File: config.mk
export PLATFORM = sky130hd
export DESIGN_NAME = mbldcm_umul
export DESIGN_NICKNAME = d
export VERILOG_FILES = /design/src/rtl/mbldcm_umul.sv
export SDC_FILE = /design/constraint.sdc
export NUM_CORES = 1
export LEC_CHECK = 0
export ABC_CLOCK_PERIOD_IN_PS = 4000
export CORE_MARGIN = 8
export CORE_UTILIZATION = 40
export CTS_CLUSTER_SIZE = 28
export DETAILED_ROUTE_END_ITERATION = 6
export GPL_ROUTABILITY_DRIVEN = 0
export GPL_TIMING_DRIVEN = 0
export PLACE_DENSITY = 0.63
export SLEW_MARGIN = 5
export SYNTH_ARGS = -nofsm -noshare
export SYNTH_HDL_FRONTEND = slang
export SYNTH_SLANG_ARGS = --single-unit
File: constraint.sdc
create_clock -name iClock -period 4 [get_ports iClock]
set_input_delay 0.6 -clock iClock [delete_from_list [all_inputs] [get_ports iClock]]
set_output_delay 0.6 -clock iClock [all_outputs]
set_load 0.05 [all_outputs]
File: src/rtl/mbldcm_umul.sv
`default_nettype none
// ============================================================================
// Module   : mbldcm_umul
// Purpose  : Iterative radix-2 shift-add unsigned multiplier (IDLE/RUN/DONE).
//            One multiplier bit is retired per enabled clock, LSB first.
//            Optional macro MBLDCM_UMUL_EARLY_TERM_EN ends RUN as soon as the
//            remaining multiplier bits are all zero.
// Revision : 1.0 - initial release
// ============================================================================
module mbldcm_umul #(
  parameter int pWidthMcand  = 16,
  parameter int pWidthMplier = 16
) (
  input  logic                                iClock,
  input  logic                                iReset_n,
  input  logic                                iEnable,
  input  logic                                iStart,
  input  logic [pWidthMcand-1:0]              iMcand,
  input  logic [pWidthMplier-1:0]             iMplier,
  output logic                                oBusy,
  output logic                                oValid,
  output logic [pWidthMcand+pWidthMplier-1:0] oProduct
);

  localparam int c_pw = pWidthMcand + pWidthMplier;
  localparam int c_cw = $clog2(pWidthMplier);
  localparam logic [c_cw-1:0] c_last = c_cw'(pWidthMplier - 1);

  localparam logic [1:0] c_st_idle = 2'd0;
  localparam logic [1:0] c_st_run  = 2'd1;
  localparam logic [1:0] c_st_done = 2'd2;

  logic [1:0]              r_state;
  logic [c_pw-1:0]         r_mcand;    // multiplicand pre-shifted to the current bit index
  logic [c_pw-1:0]         r_acc;
  logic [c_pw-1:0]         r_product;
  logic [pWidthMplier-1:0] r_mplier;   // multiplier bits not yet processed
  logic [c_cw-1:0]         r_count;

  logic [c_pw-1:0]         w_acc_next;
  logic [pWidthMplier-1:0] w_mplier_next;
  logic                    w_last;

  // Next accumulator / remaining multiplier and the end-of-run condition
  always_comb begin
    w_acc_next    = r_acc + (r_mplier[0] ? r_mcand : '0);
    w_mplier_next = r_mplier >> 1;
`ifdef MBLDCM_UMUL_EARLY_TERM_EN
    w_last        = (r_count == c_last) || (w_mplier_next == '0);
`else
    w_last        = (r_count == c_last);
`endif
  end

  // Control FSM and datapath; everything frozen while iEnable is low
  always_ff @(posedge iClock or negedge iReset_n) begin
    if (!iReset_n) begin
      r_state   <= c_st_idle;
      r_mcand   <= '0;
      r_acc     <= '0;
      r_product <= '0;
      r_mplier  <= '0;
      r_count   <= '0;
    end else if (iEnable) begin
      case (r_state)
        c_st_idle: begin
          if (iStart) begin
            r_mcand  <= {{pWidthMplier{1'b0}}, iMcand};
            r_mplier <= iMplier;
            r_acc    <= '0;
            r_count  <= '0;
            r_state  <= c_st_run;
          end
        end
        c_st_run: begin
          r_acc    <= w_acc_next;
          r_mplier <= w_mplier_next;
          r_mcand  <= r_mcand << 1;
          r_count  <= r_count + 1'b1;
          if (w_last) begin
            r_product <= w_acc_next;
            r_state   <= c_st_done;
          end
        end
        c_st_done: begin
          // Start requests are deliberately not honoured here
          r_state <= c_st_idle;
        end
        default: begin
          r_state <= c_st_idle;
        end
      endcase
    end
  end

  assign oBusy    = (r_state != c_st_idle);
  assign oValid   = (r_state == c_st_done);
  assign oProduct = r_product;

endmodule
`default_nettype wire

==> Word-level counts from Yosys, hierarchy flattened <==
Index checks and enable logic that the tools add are counted.
{ "totals": {"word_cells": 31, "inputBits": 36, "register_bits": 118} }
{ "classes": {"eq_ne": 5, "add_sub_neg": 2, "muxes": 12, "reduce_logical": 6} }
{ "ops": {"columns": ["operator", "count"], "rows": [
  ["$pmux W32 S2", 2],
  ["$mux W32", 3],
  ["$add A32 B32 Y32", 1],
  ["$pmux W16 S2", 1],
  ["$mux W16", 1],
  ["$reduce_and A3 Y1", 3],
  ["$pmux W4 S2", 1],
  ["$add A4 B1 Y4 const B", 1],
  ["$eq A4 B4 Y1 const B", 1],
  ["$mux W2", 2],
  ["$mux W4", 1],
  ["$ne A2 B2 Y1 const B", 2],
  ["$pmux W2 S2", 1],
  ["$reduce_bool A2 Y1", 2],
  ["$eq A2 B1 Y1 const B", 1],
  ["$eq A2 B2 Y1 const B", 1],
  ["$logic_not A2 Y1", 1]
]} }

==> Logic depth before layout (Yosys ltp) <==
Gate-level depths: netlist of the first run.
{ "logic_depth": {"depth_word": 3, "ltp_mapped": 13, "mapped_depth_nobuf": 11} }

==> Worst setup path after synthesis of the first run <==
Ideal clock, no wire load.
{ "synth_timing": {"path_type": "register -> register", "from": "register r_mplier[0]", "to": "register r_product[26] (netlist: oProduct[26])", "period_less_slack_ps": 2976, "n_path_buf": 3, "setup_time_ps": 125, "stages_incl_launch_ff": 14, "setup_slack_ps": 1024, "arrival_time_ps": 2852, "path_cell_list": "dfrtp_1 -> clkbuf_1 -> clkbuf_1 -> and2_1 -> ha_1 -> buf_2 -> a21o_1 -> a21o_1 -> a21o_1 -> a21o_1 -> a221oi_2 -> o21bai_1 -> xor2_1 -> mux2_2"} }
{ "synth_via": {"elab_chain_cells": 2} }
{ "synth_rtl": {"columns": ["item", "line", "rtl"], "rows": [
  ["start: declaration", "37", "logic [pWidthMplier-1:0] r_mplier;"],
  ["start signal: assignment", "69", "r_mplier <= iMplier;"],
  ["start signal: assignment", "77", "r_mplier <= w_mplier_next;"],
  ["$mux W32", "46", "w_acc_next = r_acc + (r_mplier[0] ? r_mcand : '0);"],
  ["$add A32 B32 Y32", "46", null],
  ["end signal: assignment", "81", "r_product <= w_acc_next;"],
  ["end: declaration", "36", "logic [c_pw-1:0] r_product;"]
]} }
No other way between the ends.
A chain may end at the register's enable or synchronous reset.

==> Worst setup path after layout of the first run <==
{ "layout_timing": {"from": "register r_mplier[0]", "to": "register r_product[28] (netlist: oProduct[28])"} }
The elaborated chain is that of the path after synthesis.

==> results.cfg, run 1 <==
[flow_run]
cap_violations = 0

[synth]
synth_simple_gate_area_share_pct = 15.3
synth_edf_count = 0
yosys.area.top_type = dfrtp_1
synth-compound-area-share_pct = 20.6
ys_top_cells_by_count = dfrtp_1, nand2_1, o21ai_0
ys_warn_count = 0
synth_adder_area_share_pct = 6.33
ys_ff_latch = 118
post_synth_num_cell_types = 57
synth_mux_area_share_pct = 6.67
synth_area_leaders = dfrtp_1, nand2_1, ha_1
avgSynthCellArea_um2 = 9.78
syn_inst = 679
synthFlopType = dfrtp_1
seq_area_frac_synth_pct = 44.5
synthesis.area_mm2 = 0.00664
synth_top_cell_area_share_pct = 44.5
synth_top_family_by_area = compound AO/OA/AOI/OAI gates
async_flop_share_pct = 100
synth_xor_area_share_pct = 3.30
syn_nets = 748

[cts]
ctsResizeCount = 0
cts.hold.buffers_added = 0
cts_root_buffer = clkbuf_16
cts_setup_buffers = 0
cts_made_buffers = 17
h-tree-depth = 4
cts_tree = yes
clk_latency_ns = 0.42
cts.path.max_buffers = 2
cts_sinks = 118
clk_pin_slew_worst_paths_ns = 0.05

[critical_path]
critPathLaunchType = register
worst_ep_required_time_ns = 4.31
timing.rr.end = oProduct[28]
r2r_cells = 12
worst-path-max-fanout = 10
cp.arrival_ns = 4.03
regToRegStartpoint = r_mplier[0]
crit_end = oProduct[28]
cp-end-kind = register
startpoint = r_mplier[0]
crit_type = reg -> reg
r2r_slack_ns = 0.27

[placed_design]
dp_hpwl_um = 12700
io_buffers = 69
placedCellCount = 969

[grt]
grt_max_degree = 86
grt_pass1_vias = 5765
grt_antenna_before_repair = 0
grt-ovfl-total = 0
grt_first_pass_wirelength_um = 29300
grt_use_total_pct = 17.8

[die]
die_h_um = 145
ios = 70
start_util_pct = 40.5
die-area_mm2 = 0.0210
die_w_um = 145
rows = 47
core-area_mm2 = 0.0164

[sta]
max_slew.worst_pin.slew_ns = 0.884
rsz0062_at_grt = no
hold_viol = 0
maxSlewViolCount = 0
fin_setup_tns_ns = 0
slew_headroom_pct = 41.1
finClkSkew_ns = 0.00942
fin_crit_ns = 3.73
period_share_pct = 93.1
setup_violations = 0
max_freq_ghz = 0.268
hold_ws_ns = 0.0585

[route]
dr.pass1.iters = 5
vias = 5481
via_per_inst = 5.48
wl_um = 17500
drtIter0Drc = 532
post_drt_wl_per_cell_um = 17.5
ant_nets = 0
drc_errors = 0

[final_layout]
drive_gt1_share_pct = 7.94
n_antenna_cell = 0
area_growth_pct = 23.7
nets = 837
layout.cells.non_filler = 1001

[power]
p_leak_uw = 0.00395
p_per_area_mw_per_mm2 = 535
peakVddDrop_uv = 315

[run_status]
status = finished clean

[worst_hold_path]
min_path_type = in -> async
==> how the worst min path moves through the flow <==
stage / from / end / slack (ns)
floorplan: iReset_n / oProduct[0] / 0.30
global placement: oProduct[7] / oProduct[7] / 0.46
detailed placement: oProduct[8] / oProduct[8] / 0.47
CTS: iReset_n / r_mcand[5] / 0.06
global route: iReset_n / oProduct[3] / 0.07
finish: iReset_n / oProduct[3] / 0.06
==> per-layer routing <==
layer	global-route usage (%)	share of wire, %
met2	28.1	46
met1	22.7	46
met4	7.39	2.3
met5	0	0
met3	4.46	5.4
==> registers in the layout (all words and copies together) (netlist names) <==
name / cells
r_mplier: 16
oProduct: 32
r_mcand: 32
r_count: 4
r_state: 2
r_acc: 32
==> through the flow <==
step | power (µW) | area, µm² | setup slack (ns) | util [%]
2_1_floorplan | 2530 | 6640 | 1.02 | -
3_3_place_gp | 2870 | 7610 | -2.27 | 46.4
3_5_place_dp | 2930 | 7640 | 0.320 | 46.5
4_1_cts | 4430 | 8220 | 0.258 | 50.1
5_1_grt | 4640 | 8220 | 0.0666 | 50.1
6_report | 4400 | 8220 | 0.274 | 50.1
==> where the power goes <==
part | leakage [µW] | switching (µW) | internal [µW]
Sequential | 0.00158 | 171 | 1440
Combinational | 0.00208 | 786 | 526
Clock | 0.000288 | 534 | 946
Total | 0.00395 | 1490 | 2910
==> critical path, stage by stage, from the launching register on <==
cell and delay [ns]:
dfrtp_1 0.35, clkbuf_1 0.41, clkbuf_1 0.41, and2_1 0.19, ha_1 0.28, a211oi_1 0.36, o211ai_1 0.17, nand3_1 0.17
o31ai_1 0.16, a221oi_2 0.50, o21ai_1 0.16, xor2_1 0.18, mux2_2 0.27
==> cells by family after synthesis <==
family | count (synthesis)
and+or+nand+nor | 217
muxes | 43
xor gates and xnor gates | 25
AOI/OAI and AO/OA | 195
adders and majority gates | 33
buffers and inverters | 48
DFF | 118
==> cell type report <==
cell class	count	area, µm²
Buffer	41	199
Multi-Input combinational cell	513	3460
Clock inverter	8	70.1
Tap cell	220	275
Clock buffer	24	512
Inverter	7	26.3
Fill cell	1493	8190
Sequential cell	118	2950
Timing Repair Buffer	70	719
==> cells in the final DEF, fill, tap and decap left out, drive strengths merged, types with 7 or more instances in the layout <==
cell / instances
o21ai: 59
nor2: 21
nand4: 9
a21oi: 29
clkdlybuf4s50: 68
xnor2: 14
mux2i: 33
nand3: 13
a21o: 16
dfrtp: 118
mux2: 10
clkbuf: 55
inv: 7
o21bai: 9
buf: 12
a22o: 44
and2: 33
xor2: 11
nand2: 118
ha: 32
Power figures use the tool's default switching activity.
==> run 2: changes to the inputs <==
--- a/config.mk
+++ b/config.mk
@@ -6,13 +6,13 @@
 export NUM_CORES = 1
 export LEC_CHECK = 0
 export ABC_CLOCK_PERIOD_IN_PS = 4000
-export CORE_MARGIN = 8
 export CORE_UTILIZATION = 40
 export CTS_CLUSTER_SIZE = 28
 export DETAILED_ROUTE_END_ITERATION = 6
+export DONT_BUFFER_PORTS = 1
 export GPL_ROUTABILITY_DRIVEN = 0
 export GPL_TIMING_DRIVEN = 0
-export PLACE_DENSITY = 0.63
+export PLACE_DENSITY = 0.57
 export SLEW_MARGIN = 5
 export SYNTH_ARGS = -nofsm -noshare
 export SYNTH_HDL_FRONTEND = slang
==> run 2 against run 1 <==
Against the previous run: setup slack better by 0.028 ns; utilization is 3.8 points lower; total power shrank 6.7%; maximum frequency is 0.76% higher; clock-buffer cell count stayed put; sequential share of layout area up 3.8 points; via count decreased by 6.5%; routed wire length shrank 5.7%; clock skew decreased by 0.0017 ns; flip-flop and latch count stayed put; combinational power fell by 19%; final area decreased by 9.6%; largest cell class unchanged.
==> results.cfg, run 2 (synthesized netlist as in run 1, its figures left out) <==
[sta]
fin_crit_ns = 3.70
period_share_pct = 92.4
hold_viol = 0
hold_ws_ns = 0.109
slew_headroom_pct = 33.8
max_freq_ghz = 0.270
fin_ws_ns = 0.303
finClkSkew_ns = 0.00775
maxSlewViolCount = 0
max_slew.worst_pin.slew_ns = 0.993
rsz0062_at_grt = no
setup_violations = 0
fin_setup_tns_ns = 0

[final_layout]
multi_input_area_mm2 = 0.00346
nFillCells = 1503
seq_area_mm2 = 0.00295
final_cell_mix = nand2_1, dfrtp_1, o21ai_0
layout.cells.non_filler = 926
area_growth_pct = 11.9
nets = 768
n_antenna_cell = 0
drive_gt1_share_pct = 7.61

[grt]
grt-ovfl-total = 0
grt_use_total_pct = 21.3
grt_max_degree = 119
grt_first_pass_wirelength_um = 27300
grt_pass1_vias = 5315
grt_antenna_before_repair = 0

[route]
ant_nets = 0
drc_errors = 0
via_per_inst = 5.53
vias = 5124
post_drt_wl_per_cell_um = 17.8
drtIter0Drc = 302
dr.pass1.iters = 5
wl_um = 16500

[die]
rows = 46
ios = 70
die_h_um = 131
start_util_pct = 41.4
core-area_mm2 = 0.0161
die-area_mm2 = 0.0171
die_w_um = 131

[critical_path]
cp.arrival_ns = 4.00
worst-path-max-fanout = 10
regToRegStartpoint = r_mplier[0]
r2r_slack_ns = 0.30
worst_ep_required_time_ns = 4.30
crit_path_cell_trace = clkbuf_1 > clkbuf_1 > and2_1 > ha_1 > a211oi_1 > o211ai_1 > nand3_1 > o31ai_1 > a221oi_2 > o21ai_1 > xor2_1 > mux2_2
cp-end-kind = register
crit_path_frequent_cell = clkbuf_1
critPathBufInv = 2
r2r_cells = 12
critPathLaunchType = register
timing.rr.end = oProduct[28]
startpoint = r_mplier[0]
cp_slowest_stage_delay_ns = 0.48
worst_path_dominant_cell_family = compound AO/OA/AOI/OAI gates
cp_slowest_cell = a221oi_2
crit_end = oProduct[28]
cp_num_cells = 12
crit_type = reg -> reg

[power]
intPower_uw = 2660
p_clk_share_pct = 31.9
power_switching_uw = 1440
p_per_area_mw_per_mm2 = 552
seqPwrFrac_pct = 42.3
p_leak_uw = 0.00365
peakVddDrop_uv = 324
comb_power_share_pct = 25.7
swShare_pct = 35.2
totalPowerFinal_uw = 4100

[run_status]
status = finished clean

[cts]
ctsResizeCount = 0
cts_tree = yes
cts.path.max_buffers = 2
cts_made_buffers = 17
cts.hold.buffers_added = 1
cts_setup_buffers = 0
cts_sinks = 118
cts_root_buffer = clkbuf_16
clk_latency_ns = 0.42
h-tree-depth = 4
clk_pin_slew_worst_paths_ns = 0.05

[flow_run]
cap_violations = 0

[placed_design]
dp_hpwl_um = 11800
placedCellCount = 895
dpl_worst_slack_ns = 0.291
io_buffers = 0

[worst_hold_path]
min_path_type = in -> async
==> run 2: cell type report <==
type / instances / share of cell area, %
Multi-Input combinational cell: 513 / 46.6
Sequential cell: 118 / 39.7
Clock buffer: 24 / 6.21
Tap cell: 216 / 3.64
Buffer: 41 / 2.68
Clock inverter: 6 / 0.404
Timing Repair Buffer: 1 / 0.370
Inverter: 7 / 0.354
==> run 2: worst register-to-register path, cell delays in order (launching register included) <==
cell and delay [ns]:
dfrtp_1 0.34, clkbuf_1 0.41, clkbuf_1 0.37, and2_1 0.20, ha_1 0.28, a211oi_1 0.35
o211ai_1 0.18, nand3_1 0.18, o31ai_1 0.16, a221oi_2 0.48, o21ai_1 0.17, xor2_1 0.19
mux2_2 0.27
==> run 2: worst min path at each step <==
stage | from | end | depth (start not counted)
global placement | iReset_n | oProduct[13] | 0
global route | iReset_n | oProduct[17] | 1
floorplan | iReset_n | oProduct[0] | 0
detailed placement | iReset_n | oProduct[16] | 0
CTS | iReset_n | oProduct[17] | 1
finish | iReset_n | oProduct[16] | 1
==> run 2: power groups by stage <==
stage	Combinational, µW	Clock (µW)	Sequential, µW
2_1_floorplan	828	0	1700
3_3_place_gp	998	0	1750
3_5_place_dp	1030	0	1750
4_1_cts	1060	1340	1740
5_1_grt	1190	1390	1770
6_report	1060	1310	1740
==> run 2: routing by layer <==
| layer | share of wire (%) | up-vias | track usage, % |
|---|---|---|---|
| li1 | - | 2484 | - |
| met5 | 0 | - | 0 |
| met3 | 5.1 | 23 | 4.80 |
| met4 | 2.3 | 0 | 10.5 |
| met2 | 45 | 125 | 32.6 |
| met1 | 48 | 2492 | 28.3 |
==> run 2: per-stage QoR <==
step / area, µm² / utilization, %
CTS: 7430 / 46.3
global route: 7430 / 46.3
global placement: 6910 / 43.0
floorplan: 6640 / -
finish: 7430 / 46.3
detailed placement: 6910 / 43.0
==> run 3: changes to the inputs <==
--- a/config.mk
+++ b/config.mk
@@ -5,7 +5,7 @@
 export SDC_FILE = /design/constraint.sdc
 export NUM_CORES = 1
 export LEC_CHECK = 0
-export ABC_CLOCK_PERIOD_IN_PS = 4000
+export ABC_CLOCK_PERIOD_IN_PS = 3800
 export CORE_UTILIZATION = 40
 export CTS_CLUSTER_SIZE = 28
 export DETAILED_ROUTE_END_ITERATION = 6
==> constraint.sdc (replaced) <==
create_clock -name iClock -period 3.8 [get_ports iClock]
set_input_delay 0.57 -clock iClock [delete_from_list [all_inputs] [get_ports iClock]]
set_output_delay 0.57 -clock iClock [all_outputs]
set_load 0.05 [all_outputs]
==> run 3 against run 2 <==
Against the previous run: final cell count shrank 0.11%; sequential share of layout area is essentially flat; maximum frequency grew 6.2%; clock power grew 5%; critical path depth shrank 1; critical endpoint unchanged.
==> results.cfg, run 3 (synthesized netlist as in run 1, its figures left out) <==
[placed_design]
io_buffers = 0
dp_hpwl_um = 11800
dpl_worst_slack_ns = 0.0908
placedCellCount = 895

[sta]
slew_headroom_pct = 34.1
max_slew.worst_pin.slew_ns = 0.989
finClkSkew_ns = 0.00841
hold_ws_ns = 0.0775
fin_crit_ns = 3.48
period_share_pct = 91.7
hold_viol = 0
fin_ws_ns = 0.317
max_freq_ghz = 0.287
fin_setup_tns_ns = 0
setup_violations = 0
rsz0062_at_grt = no
maxSlewViolCount = 0

[route]
routed-wl-met2_um = 7420
wl_met3_um = 1030
wl_um = 16600
dr.pass1.iters = 5
ant_nets = 0
wl_met1_um = 7760
post_drt_wl_per_cell_um = 17.9
drtIter0Drc = 319
vias = 5148
drc_errors = 0
highest_layer = met4
via_per_inst = 5.57

[cts]
clk_latency_ns = 0.42
cts_root_buffer = clkbuf_16
cts_tree = yes
clk_pin_slew_worst_paths_ns = 0.05
cts_made_buffers = 17
h-tree-depth = 4
cts_sinks = 118
cts.path.max_buffers = 2

[die]
ios = 70
die_h_um = 131
rows = 46
die_w_um = 131
die-area_mm2 = 0.0171
core-area_mm2 = 0.0161
start_util_pct = 41.4

[final_layout]
seq_area_mm2 = 0.00295
drive_gt1_share_pct = 7.90
n_antenna_cell = 0
final_cell_mix = nand2_1, dfrtp_1, o21ai_0
area_growth_pct = 11.9
nFillCells = 1505
layout.cells.non_filler = 925
multi_input_area_mm2 = 0.00347
nets = 767

[grt]
grt_antenna_before_repair = 0
grt_pass1_vias = 5315
grt_use_total_pct = 21.3
grt_max_degree = 119
grt_first_pass_wirelength_um = 27300
grt-ovfl-total = 0

[critical_path]
regToRegStartpoint = r_mplier[0]
cp-end-kind = register
cp.arrival_ns = 3.79
critPathLaunchType = register
startpoint = r_mplier[0]
crit_type = reg -> reg
r2r_cells = 11
worst-path-max-fanout = 11
worst_ep_required_time_ns = 4.10
crit_end = oProduct[28]
r2r_slack_ns = 0.32
timing.rr.end = oProduct[28]

[power]
totalPowerFinal_uw = 4320
comb_power_share_pct = 25.5
power_switching_uw = 1520
p_clk_share_pct = 32.0
p_leak_uw = 0.00365
seqPwrFrac_pct = 42.6
p_per_area_mw_per_mm2 = 581
intPower_uw = 2800
swShare_pct = 35.2
peakVddDrop_uv = 341

[run_status]
status = finished clean

[flow_run]
cap_violations = 0

[worst_hold_path]
min_path_type = in -> async
-- run 3: critical path: stages (launching register included) --
cell and delay, ns:
dfrtp_1 0.53, and2_1 0.22, ha_1 0.22, fa_1 0.44, a211oi_1 0.32, o211ai_1 0.18
nand3_1 0.18, o31ai_1 0.16, a221oi_2 0.49, o21ai_1 0.17, xor2_1 0.18, mux2_2 0.27
-- run 3: final cells by class --
type | instances | share of cell area (%)
multi-input combinational | 513 | 46.6
sequential | 118 | 39.7
clock buffer | 24 | 6.21
tap | 216 | 3.64
buffer | 40 | 2.64
clock inverter | 6 | 0.404
timing repair buffer | 1 | 0.370
inverter | 7 | 0.354
-- run 3: power by group through the flow --
stage | clock network (µW) | logic [µW] | registers, µW
floorplan | 0 | 871 | 1790
global placement | 0 | 1050 | 1840
detailed placement | 0 | 1080 | 1840
CTS | 1410 | 1120 | 1830
global route | 1460 | 1250 | 1870
finish | 1380 | 1100 | 1840
-- run 3: repair_timing --
| action | in CTS | in global routing |
|---|---|---|
| resized for setup | 0 | 3 |
| endpoints found under the setup margin | 0 | 12 |
| setup buffers | 0 | 0 |
| hold buffers | 1 | 0 |
| endpoints found under the hold margin | 118 | 0 |
-- run 3: how the worst min path moves through the flow --
stage / cells past startpoint / to / startpoint
floorplan: 0 / oProduct[0] / iReset_n
global placement: 0 / oProduct[13] / iReset_n
detailed placement: 0 / oProduct[16] / iReset_n
CTS: 1 / oProduct[17] / iReset_n
global route: 1 / oProduct[17] / iReset_n
finish: 1 / oProduct[16] / iReset_n
-- run 3: metrics by stage --
step | area (µm²) | utilization (%)
6_report | 7430 | 46.3
3_5_place_dp | 6910 | 43.0
5_1_grt | 7430 | 46.3
3_3_place_gp | 6910 | 43.0
2_1_floorplan | 6640 | -
4_1_cts | 7430 | 46.3
-- run 3: layer usage --
metal | track usage, % | vias to the layer above
met5 | 0 | -
met4 | 10.5 | 0
met3 | 4.80 | 25
met2 | 32.6 | 146
met1 | 28.3 | 2497
li1 | - | 2480
